<file path="src/rtl/instr_fetch_pkg.sv">
// Shared types and constants for the instruction fetch stage.
package instr_fetch_pkg;

    localparam int unsigned ILEN_BYTES = 4;
    localparam logic [31:0] NOP_INSTR  = 32'h0000_0013;

    typedef enum logic {
        IDLE = 1'b0,
        WAIT = 1'b1
    } fetch_state_t;

    // RV32 base encoding view of the instruction register
    typedef struct packed {
        logic [6:0] funct7;
        logic [4:0] rs2;
        logic [4:0] rs1;
        logic [2:0] funct3;
        logic [4:0] rd;
        logic [6:0] opcode;
    } instr_t;

endpackage

</file>
<file path="src/rtl/fetch_watchdog.sv">
// fetch_watchdog: counts cycles while run is high and flags the last allowed
// cycle so the fetch FSM can abort on the following edge.
module fetch_watchdog #(
    parameter int unsigned TIMEOUT_CYC = 16
) (
    input  logic clk,
    input  logic reset_n,
    input  logic run,
    output logic expired_c
);

    localparam int unsigned CNT_W = $clog2(TIMEOUT_CYC + 1);

    logic [CNT_W-1:0] cnt_q;
    logic [CNT_W-1:0] cnt_d;

    // Count cycles spent waiting; restart from zero whenever the wait ends
    always_comb begin
        cnt_d = '0;
        if (run) begin
            cnt_d = cnt_q + CNT_W'(1);
        end
    end

    // Counter register
    always_ff @(posedge clk or negedge reset_n) begin
        if (!reset_n) begin
            cnt_q <= '0;
        end else begin
            cnt_q <= cnt_d;
        end
    end

    assign expired_c = run && (cnt_q == CNT_W'(TIMEOUT_CYC - 1));

endmodule

</file>
<file path="src/rtl/instr_fetch.sv">
// instr_fetch: owns the PC and performs one instruction-memory read per fetch_en
// over a req/ack handshake, landing the word in the instruction register.
// Define FETCH_TIMEOUT_EN to abort a fetch with a NOP after TIMEOUT_CYC cycles.
module instr_fetch
    import instr_fetch_pkg::*;
#(
    parameter int unsigned     XLEN        = 32,
    parameter logic [XLEN-1:0] RESET_PC    = '0,
    parameter int unsigned     TIMEOUT_CYC = 16
) (
    input  logic            clk,
    input  logic            reset_n,
    input  logic            fetch_en,
    input  logic            pc_inc,
    input  logic            pc_load,
    input  logic [XLEN-1:0] pc_target,
    output logic            mem_req,
    output logic [XLEN-1:0] mem_addr,
    input  logic [XLEN-1:0] mem_rdata,
    input  logic            mem_ack,
    output logic [XLEN-1:0] instr,
    output logic [XLEN-1:0] pc,
    output logic            instr_valid,
    output logic            busy,
    output logic            fault
);

    fetch_state_t    state_q, state_d;
    logic [XLEN-1:0] pc_q, pc_d;
    logic [XLEN-1:0] instr_q, instr_d;
    logic [XLEN-1:0] mem_addr_q, mem_addr_d;
    logic            instr_valid_q, instr_valid_d;
    logic            mem_req_q, mem_req_d;
    logic            busy_q, busy_d;
    logic            fault_q, fault_d;
    logic            timeout_c;

`ifdef FETCH_TIMEOUT_EN
    logic wd_run_c;

    assign wd_run_c = (state_q == WAIT);

    fetch_watchdog #(
        .TIMEOUT_CYC (TIMEOUT_CYC)
    ) u_watchdog (
        .clk       (clk),
        .reset_n   (reset_n),
        .run       (wd_run_c),
        .expired_c (timeout_c)
    );
`else
    // Without the watchdog a WAIT only ends on mem_ack
    logic unused_timeout_cfg_c;
    assign unused_timeout_cfg_c = ^TIMEOUT_CYC;
    assign timeout_c            = 1'b0;
`endif

    // Next-state, PC update and fetch handshake
    always_comb begin
        state_d       = state_q;
        pc_d          = pc_q;
        instr_d       = instr_q;
        mem_addr_d    = mem_addr_q;
        instr_valid_d = instr_valid_q;
        mem_req_d     = mem_req_q;
        fault_d       = fault_q;

        unique case (state_q)
            IDLE: begin
                // PC only moves while no fetch is outstanding; load beats increment
                if (pc_load) begin
                    pc_d = pc_target;
                end else if (pc_inc) begin
                    pc_d = pc_q + XLEN'(ILEN_BYTES);
                end
                if (pc_d != pc_q) begin
                    instr_valid_d = 1'b0;
                end
                // A fetch in the same cycle as a PC update uses the old PC
                if (fetch_en) begin
                    if (pc_q[1:0] == 2'b00) begin
                        mem_req_d     = 1'b1;
                        mem_addr_d    = pc_q;
                        instr_valid_d = 1'b0;
                        state_d       = WAIT;
                    end else begin
                        fault_d = 1'b1;
                    end
                end
            end
            WAIT: begin
                // Ack wins over a coincident watchdog expiry
                if (mem_ack) begin
                    instr_d       = mem_rdata;
                    instr_valid_d = 1'b1;
                    mem_req_d     = 1'b0;
                    state_d       = IDLE;
                end else if (timeout_c) begin
                    instr_d       = XLEN'(NOP_INSTR);
                    instr_valid_d = 1'b1;
                    mem_req_d     = 1'b0;
                    fault_d       = 1'b1;
                    state_d       = IDLE;
                end
            end
            default: begin
                state_d   = IDLE;
                mem_req_d = 1'b0;
            end
        endcase

        busy_d = (state_d == WAIT);
    end

    // State and datapath registers; reset drops mem_req immediately
    always_ff @(posedge clk or negedge reset_n) begin
        if (!reset_n) begin
            state_q       <= IDLE;
            pc_q          <= RESET_PC;
            instr_q       <= '0;
            mem_addr_q    <= '0;
            instr_valid_q <= 1'b0;
            mem_req_q     <= 1'b0;
            busy_q        <= 1'b0;
            fault_q       <= 1'b0;
        end else begin
            state_q       <= state_d;
            pc_q          <= pc_d;
            instr_q       <= instr_d;
            mem_addr_q    <= mem_addr_d;
            instr_valid_q <= instr_valid_d;
            mem_req_q     <= mem_req_d;
            busy_q        <= busy_d;
            fault_q       <= fault_d;
        end
    end

    assign mem_req     = mem_req_q;
    assign mem_addr    = mem_addr_q;
    assign instr       = instr_q;
    assign pc          = pc_q;
    assign instr_valid = instr_valid_q;
    assign busy        = busy_q;
    assign fault       = fault_q;

endmodule
</file>
<file path="config.mk">
export PLATFORM = sky130hd
export DESIGN_NAME = instr_fetch
export DESIGN_NICKNAME = d
export VERILOG_FILES = /design/src/rtl/instr_fetch_pkg.sv /design/src/rtl/fetch_watchdog.sv /design/src/rtl/instr_fetch.sv
export SDC_FILE = /design/constraint.sdc
export NUM_CORES = 1
export LEC_CHECK = 0
export CORE_ASPECT_RATIO = 0.5
export CORE_MARGIN = 1
export CORE_UTILIZATION = 45
export DETAILED_ROUTE_END_ITERATION = 8
export HOLD_SLACK_MARGIN = 0.08
export PLACE_DENSITY = 0.84
export SYNTH_ARGS = -nofsm -noshare
export SYNTH_HDL_FRONTEND = slang
export SYNTH_SLANG_ARGS = --single-unit
</file>
<file path="constraint.sdc">
create_clock -name clk -period 3.95 [get_ports clk]
set_clock_uncertainty 0.05 [all_clocks]
set_input_delay 0.79 -clock clk [delete_from_list [all_inputs] [get_ports clk]]
set_output_delay 0.79 -clock clk [all_outputs]
set_load 0.05 [all_outputs]
</file>
Yosys cells after proc, flatten, opt, wreduce, memory -nomap -nowiden
Index checks and enable logic that the tools add are counted.
{ "totals": {"rom_bits": 0, "n_memories": 0, "ram_bits": 0, "out_inout_bits": 100, "latchBits": 0, "elab_cells": 38, "reg_bits": 100} }
{ "op_classes": {"n_eq_ne": 5, "bitwise": 1, "n_lt_le_gt_ge": 0, "mux": 19, "add_sub_neg": 1, "n_reduce_logical": 5, "n_shift": 0, "div_mod_pow": 0, "n_mul": 0} }
{ "op_table": {"columns": ["op", "n"], "rows": [
  ["$mux W32", 3],
  ["$add A32 B3 Y32 const B", 1],
  ["$ne A32 B32 Y1", 1],
  ["$mux W1", 13],
  ["$reduce_and A3 Y1", 3],
  ["$ne A2 B2 Y1 const B", 4],
  ["$pmux W1 S2", 3],
  ["$logic_not A2 Y1", 1],
  ["$reduce_and A2 Y1", 1],
  ["$not A1 Y1", 1]
]} }

Depth between registers and ports, before layout
Gate-level depths: netlist of the first run.
{ "depth": {"word_depth": 9, "depth_mapped": 7, "ltp_nobuf": 6} }

Least setup slack after synthesis of the first run
Ideal clock, no wire load.
{ "synth_timing": {"kind": "input -> register", "startpoint": "in pc_inc", "endpoint": "reg pc_q[30] (netlist: pc[30])", "path_stages": 6, "slack_ns": 1.668, "setup_time_ns": 0.070, "arrival_time_ns": 2.162, "required_ns": 3.830, "cell_sequence": "buf_2 > nand4_1 > nor3_4 > nand4_1 > or3_1 > nand3_1"} }
{ "synth_via": {"elab_chain_cells": 3} }
{ "synth_rtl": {"columns": ["element", "line", "source"], "rows": [
  ["start: declaration", "instr_fetch.sv:14", "input logic pc_inc,"],
  ["$mux W32", "instr_fetch.sv:73", "end else if (pc_inc) begin"],
  ["$mux W32", "instr_fetch.sv:71", "if (pc_load) begin"],
  ["$mux W32", "instr_fetch.sv:68", "unique case (state_q)"],
  ["end signal: assignment", "instr_fetch.sv:128", "pc_q <= pc_d;"],
  ["end: declaration", "instr_fetch.sv:29", "logic [XLEN-1:0] pc_q, pc_d;"]
]} }
No other way between the ends. The select of a mux whose other input is x is not followed.
A chain may end at the register's enable or synchronous reset.

Final worst setup path of the first run
Same ends and word-level chain as after synthesis.

==> results of run 1 <==
## worst reg2reg max path, cell delays in order (launching register included)
cell and delay, ns:
dfrtp_1 0.54, ha_1 0.29, nand4_1 0.28, nor3_4 0.43
nand4_1 0.30, or3_1 0.43, nand3_1 0.10
## layout make-up
type,count,area (sq um)
Clock buffer,13,260.3
Clock inverter,3,21.27
Fill cell,810,3438
Inverter,14,52.55
Multi-Input combinational cell,320,2386
Sequential cell,100,2502
Tap cell,140,175.2
Timing Repair Buffer,176,1737
## cells by family after synthesis
group,Yosys count
xor+xnor,28
mux,66
buf+inv,49
simple gates,113
fa+ha+maj,1
compound gates,112
flops,100
## layer usage
layer	track usage, %	share of wire, %
met1	31.97	43
met2	39.59	48
met3	5.936	7.2
met4	6.633	1.9
met5	0	0
## cells in the final DEF (no fill, tap or decap), types with 2 or more instances in the layout
cell / synthesis / final
or3_1: 4 / 4
xnor2_1: 17 / 17
dfrtp_1: 100 / 100
nor2b_1: 2 / 2
o31a_1: 2 / 2
clkdlybuf4s50_1: 0 / 167
clkbuf_16: 0 / 9
nor4_2: 2 / 2
nand4_1: 10 / 10
a41oi_1: 2 / 2
nand3_1: 12 / 12
o22ai_1: 5 / 5
clkbuf_8: 0 / 2
o41ai_1: 2 / 2
nor2_1: 26 / 26
o21ai_0: 30 / 30
and3_1: 6 / 6
mux2i_1: 2 / 2
inv_1: 14 / 14
buf_4: 0 / 8
o21bai_1: 2 / 2
mux2_2: 64 / 64
nand2_1: 19 / 19
a211o_1: 2 / 2
xor2_1: 11 / 11
and4_1: 3 / 3
nor3_4: 1 / 2
o22a_1: 7 / 7
nand2b_1: 2 / 2
nor4_1: 6 / 6
o211a_1: 2 / 2
clkbuf_1: 21 / 2
a22oi_1: 4 / 4
nor3_1: 9 / 9
a21oi_1: 30 / 30
a32oi_1: 7 / 7
a31oi_1: 4 / 4
## sequential cells by signal, summed over array words and instances (netlist names)
signal / cells
instr: 32
mem_addr: 32
pc: 32
busy: 1
fault: 1
instr_valid: 1
mem_req: 1
## power breakdown
part           internal [uW]  switching, uW
registers               1430            374
logic                   1170           2060
clock network            463            381
total                   3070           2810
## worst max-delay path by stage
stage                              end  slack (ns)    from  cells after the start
floorplan           pc[30]$_DFFE_PN0N_        1.67  pc_inc                      6
global placement    pc[30]$_DFFE_PN0N_        0.95  pc_inc                      6
detailed placement  pc[30]$_DFFE_PN0N_        0.85  pc_inc                      6
CTS                 pc[30]$_DFFE_PN0N_        1.22  pc_inc                      6
global route        pc[30]$_DFFE_PN0N_        0.99  pc_inc                      6
finish              pc[30]$_DFFE_PN0N_        1.16  pc_inc                      6
## per-stage QoR
stage	instances	instance area, sq um	power (uW)	worst slack, ns	util, %
after floorplan	469	5079	3896	1.668	-
after global placement	750	6853	4981	0.9455	64.82
after detailed placement	750	6853	5055	0.8466	64.82
after CTS	766	7134	5904	1.218	67.48
after global routing	766	7134	6131	0.9870	67.48
final	766	7134	5877	1.159	67.48
==> results.py, run 1 <==
metrics = {
    "logic_synthesis": {
        "synth-edff-count": 0,
        "synth_compound_area_share_pct": 14.29,
        "synthMuxAreaShare_pct": 14.58,
        "yosysTopAreaCellShare_pct": 49.27,
        "yosys_warnings": 0,
        "synth.avg_cell_area_sq_um": 10.83,
        "synthTopCellsByArea": "dfrtp_1 (49%), mux2_2 (14%), a21oi_1 (3.0%)",
        "synth-simple-area-share_pct": 12.91,
        "synth_ff_type": "dfrtp_1",
        "synthesis.area_sq_um": 5079,
        "synth-async-reset-ratio_pct": 100.0,
        "synth-xor-area-share_pct": 4.829,
        "yosys-top-cells-count": "dfrtp_1 (100), mux2_2 (64), a21oi_1 (30), o21ai_0 (30), nor2_1 (26)",
        "synth_fa_ha_area_share_pct": 0.2464,
        "syn_nets": 540,
        "syn_inst": 469,
        "yosysTopAreaCell": "dfrtp_1",
        "synthMostInstantiatedCell": "dfrtp_1",
        "ys_seq_area_share_pct": 49.27,
        "synth_top_family_by_area": "multiplexers",
        "synth_seq_cells": 100,
        "synth.distinct_cells": 59,
    },
    "routing": {
        "drc_errors": 5,
        "antenna_left": 0,
        "drt_iter0_markers": 373,
        "wl_per_cell_microns": 17.89,
        "vias_per_cell": 5.800,
        "num_vias": 4443,
        "totalWireLength_microns": 13700,
        "firstDrtPassIters": 7,
    },
    "pwr": {
        "power_density_nw_per_um2": 823.8,
        "ir_drop_v": 0.0004723,
        "p_leak_uw": 0.002846,
    },
    "outcome": {
        "violations": "design-rule violations",
        "status": "finished with violations",
    },
    "worst_setup_path": {
        "cp.arrival_ns": 3.02,
        "worst-path-buf-inv": 1,
        "start_kind": "primary input",
        "reg2reg_depth": 6,
        "critPathTopFamily": "simple AND/OR/NAND/NOR gates",
        "cp-end-kind": "flip-flop",
        "required_ns": 4.18,
        "timing.rr.end": "pc[30]$_DFFE_PN0N_",
        "r2r_slack_ns": 1.47,
        "timing.rr.start": "pc[3]$_DFFE_PN0N_",
        "critPathMaxStageDelay_ns": 0.65,
        "crit_chain": "clkdlybuf4s50_1 > nand4_1 > nor3_4 > nand4_1 > or3_1 > nand3_1",
        "crit_slowest_cell": "clkdlybuf4s50_1",
        "path_common_cell": "nand4_1",
        "cp_max_fo": 9,
        "critPathKind": "primary input to flip-flop",
    },
    "sta": {
        "rsz0062_at_grt": "false",
        "drv_slew": 0,
        "worst_pin_slew_ns": 1.038,
        "finalHoldViolCount": 0,
        "setup_viol_count_final": 0,
        "holdWs_ns": 0.4331,
        "setup_tns_ns": 0,
        "max_freq_mhz": 358.3,
        "relSlewSlack_pct": 30.82,
        "period_share_pct": 70.65,
        "period_minus_slack_ns": 2.791,
    },
    "clock_tree": {
        "clockBufferDepth": 2,
        "cts_tree": "done",
        "ctsResizeCount": 0,
        "cts-root-buf": "clkbuf_16",
        "cts.clk_slew.worst_paths_ns": 0.07,
        "clk_latency_ns": 0.34,
        "cts-buffers-inserted": 9,
        "cts_hold_buf": 0,
        "clock-sinks": 100,
        "cts_setup_buffers": 0,
        "h-tree-depth": 3,
    },
    "grt": {
        "grt_pass1_wl_microns": 22390,
        "first_global_vias": 4306,
        "antenna_found_initial": 0,
        "grt_max_degree": 83,
        "track_usage_pct": 24.14,
        "overflow": 0,
    },
    "final_layout": {
        "syn2layout_area_growth_pct": 40.48,
        "drive_above_1_share_pct": 15.65,
        "fin_nets": 692,
        "diodes": 0,
    },
    "hold_path": {
        "hold_path_end": "mem_req$_DFFE_PN0P_",
        "hp-class": "flip-flop to flip-flop",
        "min_from": "mem_req$_DFFE_PN0P_",
        "hold_depth": 1,
    },
    "flow_run": {
        "max_cap_viol_count": 0,
    },
    "floorplan": {
        "rows": 26,
        "core_area_sq_um": 10570,
        "io_pins": 170,
        "fp.dieW_microns": 152.2,
        "die_area_sq_um": 11740,
        "initial_core_util_pct": 48.04,
        "die_h_microns": 77.12,
    },
    "placed_design": {
        "io_buffers": 169,
        "finalWeightedCongestion": 0.8981,
        "hpwl_microns": 9786,
    },
}
Power figures use the tool's default switching activity.
==> run 2, diff against run 1 <==
Settings changed: CORE_UTILIZATION 45 to 42, PLACE_DENSITY 0.84 to 0.82.
Clock period 3.95 ns to 2.5 ns, I/O delays scaled along.
==> run 2 against run 1 <==
The run now ends clean. Die area is 7.0% higher. Utilization decreased by 2.9 points. Critical path type is now flip-flop to output pin. Cell count up 4.8%. Global-route usage shrank 0.60 points. Clock power increased by 68%. Worst setup slack lost 1.0 ns. Critical path depth fell by 5. Via count up 1.1%. Cell area is 3.0% higher. Routed wire length up 4.9%. Critical endpoint is now pc[9]. Clock-buffer cell count down 3.
==> results.py, run 2 (same netlist as run 1, synthesis figures left out) <==
metrics = {
    "outcome": {
        "status": "complete, no violations",
    },
    "hold_path": {
        "min_from": "mem_req$_DFFE_PN0P_",
        "hold_path_end": "mem_req$_DFFE_PN0P_",
        "hold_depth": 1,
        "hp-class": "flip-flop to flip-flop",
    },
    "routing": {
        "num_vias": 4490,
        "firstDrtPassIters": 5,
        "drt_iter0_markers": 382,
        "wl_per_cell_microns": 17.90,
        "antenna_left": 0,
        "drc_errors": 0,
        "totalWireLength_microns": 14380,
        "vias_per_cell": 5.592,
    },
    "sta": {
        "period_minus_slack_ns": 2.340,
        "max_freq_mhz": 427.4,
        "rsz0062_at_grt": "false",
        "timing.final.ws_setup_ns": 0.1600,
        "setup_tns_ns": 0,
        "relSlewSlack_pct": 62.76,
        "worst_pin_slew_ns": 0.5568,
        "setup_viol_count_final": 0,
        "period_share_pct": 93.60,
        "finalHoldViolCount": 0,
        "drv_slew": 0,
    },
    "final_layout": {
        "final_cell_area_sq_um": 7351,
        "fin_nets": 710,
        "diodes": 0,
        "fin_util_pct": 64.57,
        "syn2layout_area_growth_pct": 44.74,
        "final_cell_mix": "clkdlybuf4s50_1 (166), dfrtp_1 (100), mux2_2 (64), a21oi_1 (30), o21ai_0 (30)",
        "drive_above_1_share_pct": 18.32,
        "layout.cells.most_common": "clkdlybuf4s50_1",
        "fillCellCount": 902,
    },
    "worst_setup_path": {
        "reg2reg_depth": 5,
        "critPathKind": "flip-flop to output pin",
        "r2r_slack_ns": 0.32,
        "crit_slowest_cell": "clkdlybuf4s50_1",
        "timing.rr.end": "pc[30]$_DFFE_PN0N_",
        "cp.arrival_ns": 1.79,
        "critPathMaxStageDelay_ns": 0.88,
        "critPathTopFamily": "buffers and inverters",
        "cp-end-kind": "output pin",
        "crit_chain": "clkdlybuf4s50_1",
        "worst-path-buf-inv": 1,
        "timing.rr.start": "pc[13]$_DFFE_PN0N_",
        "cp_max_fo": 10,
        "required_ns": 1.95,
        "start_kind": "flip-flop",
    },
    "grt": {
        "track_usage_pct": 23.55,
        "first_global_vias": 4333,
        "met1_usage_pct": 30.69,
        "grt_max_degree": 39,
        "overflow": 0,
        "grt-busiest-layer": "met2",
        "grt_use_met3_pct": 6.569,
        "grt_use_met2_pct": 38.63,
        "grt_pass1_wl_microns": 22710,
        "antenna_found_initial": 0,
    },
    "floorplan": {
        "rows": 27,
        "initial_core_util_pct": 44.61,
        "core_area_sq_um": 11380,
        "die_h_microns": 79.76,
        "die_area_sq_um": 12560,
        "io_pins": 170,
        "fp.dieW_microns": 157.5,
    },
    "placed_design": {
        "finalWeightedCongestion": 0.9573,
        "placed_area_sq_um": 7039,
        "hpwl_microns": 10460,
        "io_buffers": 169,
        "pre_cts_ws_ns": 0.08504,
    },
    "pwr": {
        "power_density_nw_per_um2": 1287,
        "netSwitchingPower_uw": 4479,
        "share_seq_of_total_power_pct": 29.7,
        "power.total_uw": 9460,
        "internal_power_uw": 4980,
        "p_clk_share_pct": 15.0,
        "swShare_pct": 47.35,
        "ir_drop_v": 0.0007314,
        "p_leak_uw": 0.002967,
        "power_frac_comb_pct": 55.3,
    },
    "clock_tree": {
        "clock-sinks": 100,
        "ctsResizeCount": 0,
        "cts_setup_buffers": 0,
        "cts.clk_slew.worst_paths_ns": 0.07,
        "h-tree-depth": 3,
        "cts-buffers-inserted": 9,
        "cts-root-buf": "clkbuf_16",
        "clk_latency_ns": 0.34,
        "cts_tree": "done",
        "clockBufferDepth": 2,
    },
    "flow_run": {
        "max_cap_viol_count": 0,
    },
}
-- run 2: changes by cell type in the layout (fill, tap and decap cells not counted), moves of 2 or more --
cell and delta:
clkinv_2 +2, clkbuf_1 -2, buf_12 +3, buf_4 +15
-- run 2: power by group through the flow --
stage	combinational, uW	clock, uW	sequential, uW
2_1_floorplan	1160	0	4990
3_3_place_gp	5190	0	2790
3_5_place_dp	5240	0	2830
4_1_cts	5250	1450	2810
5_1_grt	5430	1520	2910
6_report	5230	1420	2810
-- run 2: worst max path at each step --
| stage | startpoint | endpoint | cells after the start |
|---|---|---|---|
| 2_1_floorplan | pc[9]$_DFFE_PN0N_ | pc[29]$_DFFE_PN0N_ | 6 |
| 3_5_place_dp | pc_inc | pc[29]$_DFFE_PN0N_ | 6 |
| 5_1_grt | pc[13]$_DFFE_PN0N_ | pc[13] | 1 |
| 6_report | pc[9]$_DFFE_PN0N_ | pc[9] | 1 |
| 4_1_cts | pc[9]$_DFFE_PN0N_ | pc[9] | 1 |
| 3_3_place_gp | pc_inc | pc[29]$_DFFE_PN0N_ | 6 |
-- run 2: area by class of cell --
type                       count  area [sq um]  area share [%]
clock buffer                  10         239.0           3.251
clock inverter                 6         62.56          0.8511
inverter                      14         52.55          0.7149
multi-input combinational    320          2386           32.46
sequential                   100          2502           34.04
tap                          159         198.9           2.706
timing repair buffer         194          1909           25.97
-- run 2: layer usage --
layer  vias to the layer above  part of all wire (%)
li1                       2057                     -
met1                      2228                    43
met2                       192                    48
met3                        13                   7.8
met4                         0                   1.2
met5                         -                     0
-- run 2: repair_timing --
action / 4_1_cts / 5_1_grt
hold endpoints to repair: 31 / 0
hold buffers: 1 / 0
setup endpoints to repair: 0 / 0
-- run 2: through the flow --
stage	hold slack [ns]	cells
3_5_place_dp	0.4234	786
6_report	0.4340	803
2_1_floorplan	0.1544	469
5_1_grt	0.4637	803
3_3_place_gp	0.4112	786
4_1_cts	0.4390	803
==> run 3, diff against run 2 <==
Settings changed: ABC_AREA set to 1, CORE_UTILIZATION 42 to 43.
==> run 3 against run 2 <==
Combinational power rose by 36%. Clock power down 4%. Cell area increased by 9.8%.
==> results.py, run 3 <==
metrics = {
    "outcome": {
        "status": "complete, no violations",
    },
    "pwr": {
        "internal_power_uw": 5373,
        "power_frac_comb_pct": 61.0,
        "p_leak_uw": 0.003890,
        "power_density_nw_per_um2": 1442,
        "share_seq_of_total_power_pct": 27.4,
        "ir_drop_v": 0.0008433,
        "netSwitchingPower_uw": 6264,
        "p_clk_share_pct": 11.7,
        "swShare_pct": 53.83,
    },
    "logic_synthesis": {
        "synthMuxAreaShare_pct": 0,
        "synth-edff-count": 0,
        "synth.distinct_cells": 34,
        "synth_top_family_by_area": "simple AND/OR/NAND/NOR gates",
        "synth_compound_area_share_pct": 9.079,
        "synth_ff_type": "dfrtp_1",
        "synth-simple-area-share_pct": 39.18,
        "synthTopCellsByArea": "dfrtp_1 (45%), nand2_1 (22%), nand3_1 (6.9%)",
        "yosysTopAreaCell": "dfrtp_1",
        "yosysTopAreaCellShare_pct": 44.83,
        "synthMostInstantiatedCell": "nand2_1",
        "syn_inst": 797,
        "syn_nets": 868,
        "synth.avg_cell_area_sq_um": 7.003,
        "yosys-top-cells-count": "nand2_1 (322), dfrtp_1 (100), nand3_1 (77)",
        "synth-xor-area-share_pct": 0.1569,
        "yosys_warnings": 0,
        "synthesis.area_sq_um": 5582,
        "synth_seq_cells": 100,
        "synth-async-reset-ratio_pct": 100.0,
        "synth_fa_ha_area_share_pct": 0.2242,
        "ys_seq_area_share_pct": 44.83,
    },
    "placed_design": {
        "dp_cells": 1139,
        "finalWeightedCongestion": 0.9418,
        "placed_area_sq_um": 7690,
        "hpwl_microns": 12870,
        "io_buffers": 169,
        "pre_cts_ws_ns": -0.3046,
    },
    "grt": {
        "antenna_found_initial": 0,
        "grt_max_degree": 47,
        "first_global_vias": 5369,
        "track_usage_pct": 25.29,
        "overflow": 0,
        "grt_pass1_wl_microns": 26310,
    },
    "worst_setup_path": {
        "cp.arrival_ns": 2.63,
        "required_ns": 2.72,
        "critPathKind": "primary input to flip-flop",
        "critPathMaxStageDelay_ns": 0.44,
        "cp_max_fo": 23,
        "startpoint": "pc_load",
        "r2r_slack_ns": 0.15,
        "timing.rr.start": "pc[3]$_DFFE_PN0N_",
        "crit_slowest_cell": "clkdlybuf4s50_1",
        "timing.rr.end": "instr_valid$_DFFE_PN0P_",
        "crit_chain": "clkdlybuf4s50_1 > inv_2 > buf_12 > nand3_1 > nand2_1 > nand2_1 > nand2_1 > nand3b_1 > nor2_4 > nand2_1 > nor2_1 > nand2_1 > nor2_1 > nand2_1 > nor2_1 > nand2_1 > a21oi_2",
        "cp-end-kind": "flip-flop",
        "reg2reg_depth": 18,
        "start_kind": "primary input",
        "path_common_cell": "nand2_1",
    },
    "final_layout": {
        "drive_above_1_share_pct": 12.26,
        "final_cell_mix": "nand2_1 (322), clkdlybuf4s50_1 (166), dfrtp_1 (90), nand3_1 (77), o21ai_0 (66)",
        "regArea_sq_um": 2515,
        "diodes": 0,
        "fin_util_pct": 66.03,
        "multiInputGateArea_sq_um": 2743,
        "syn2layout_area_growth_pct": 44.63,
        "layout.cells.most_common": "nand2_1",
        "fillCellCount": 1027,
        "finalNonFillerCells": 1160,
        "fin_nets": 1061,
        "final_cell_area_sq_um": 8073,
    },
    "clock_tree": {
        "cts.clk_slew.worst_paths_ns": 0.07,
        "cts_hold_buf": 0,
        "clk_latency_ns": 0.35,
        "cts-buffers-inserted": 9,
        "clock-sinks": 100,
        "cts-root-buf": "clkbuf_16",
        "h-tree-depth": 3,
        "cts_tree": "done",
        "clockBufferDepth": 2,
    },
    "sta": {
        "period_minus_slack_ns": 2.412,
        "worst_pin_slew_ns": 0.5860,
        "timing.final.ws_setup_ns": 0.08843,
        "relSlewSlack_pct": 60.93,
        "finalHoldViolCount": 0,
        "period_share_pct": 96.46,
        "drv_slew": 0,
        "setup_viol_count_final": 0,
        "max_freq_mhz": 414.7,
    },
    "floorplan": {
        "rows": 28,
        "die_area_sq_um": 13470,
        "io_pins": 170,
        "die_h_microns": 82.56,
        "initial_core_util_pct": 45.65,
        "fp.dieW_microns": 163.1,
        "core_area_sq_um": 12230,
    },
    "routing": {
        "vias_per_cell": 5.166,
        "totalWireLength_microns": 17520,
        "drc_errors": 0,
        "drt_iter0_markers": 625,
        "firstDrtPassIters": 6,
        "antenna_left": 0,
        "wl_per_cell_microns": 15.10,
        "num_vias": 5993,
    },
    "hold_path": {
        "hp-class": "primary input to async pin",
    },
    "flow_run": {
        "max_cap_viol_count": 0,
    },
}
## run 3: metrics by stage
stage                     power [uW]  hold WS [ns]  setup TNS, ns
after floorplan                 7622        0.1544              0
after global placement         10020        0.4118        -0.2429
after detailed placement       10160        0.4145        -0.3046
after CTS                      11550        0.1104              0
after global routing           12280        0.1415       -0.01538
final                          11640        0.1032              0
## run 3: layer usage
layer / vias to the layer above / global-route usage [%] / wire length [microns]
met3: 23 / 5.195 / 1663
li1: 2910 / - / -
met5: - / 0 / 0
met2: 304 / 42.47 / 8000
met4: 0 / 6.168 / 208
met1: 2756 / 33.78 / 7643
## run 3: worst max-delay path: cells and delay by family
family	cells	cell delay, ns
AOI/OAI and AO/OA	1	0.12
buffers and inverters	3	0.78
and+or+nand+nor	13	1.23
## run 3: repair_timing
item / 4_1_cts / 5_1_grt
setup endpoints to repair: 0 / 1
resized for setup: 0 / 19
setup buffers: 0 / 4
## run 3: cell families after synthesis
family | count (synthesis)
DFF | 100
and+or+nand+nor | 508
buffers and inverters | 95
adders and majority gates | 1
xor gates and xnor gates | 1
AOI/OAI and AO/OA | 92
## run 3: power by group through the flow
stage	clock network (uW)	registers, uW	logic, uW
floorplan	0	5620	2000
global placement	0	3150	6880
detailed placement	0	3170	6990
CTS	1380	3140	7020
global route	1440	3290	7550
finish	1360	3180	7090
## run 3: cell type report
cell class / count / area share (%)
tap: 165 / 2.557
inverter: 65 / 3.022
clock inverter: 6 / 0.6975
sequential: 100 / 31.15
timing repair buffer: 212 / 25.76
clock buffer: 10 / 2.836
multi-input combinational: 602 / 33.97
## run 3: worst max-delay path by stage
stage	endpoint	slack [ns]	cells past startpoint
2_1_floorplan	instr_valid$_DFFE_PN0P_	0.16	17
3_3_place_gp	instr_valid$_DFFE_PN0P_	-0.24	17
3_5_place_dp	instr_valid$_DFFE_PN0P_	-0.30	18
4_1_cts	instr_valid$_DFFE_PN0P_	0.005	15
5_1_grt	instr_valid$_DFFE_PN0P_	-0.02	15
6_report	instr_valid$_DFFE_PN0P_	0.09	17
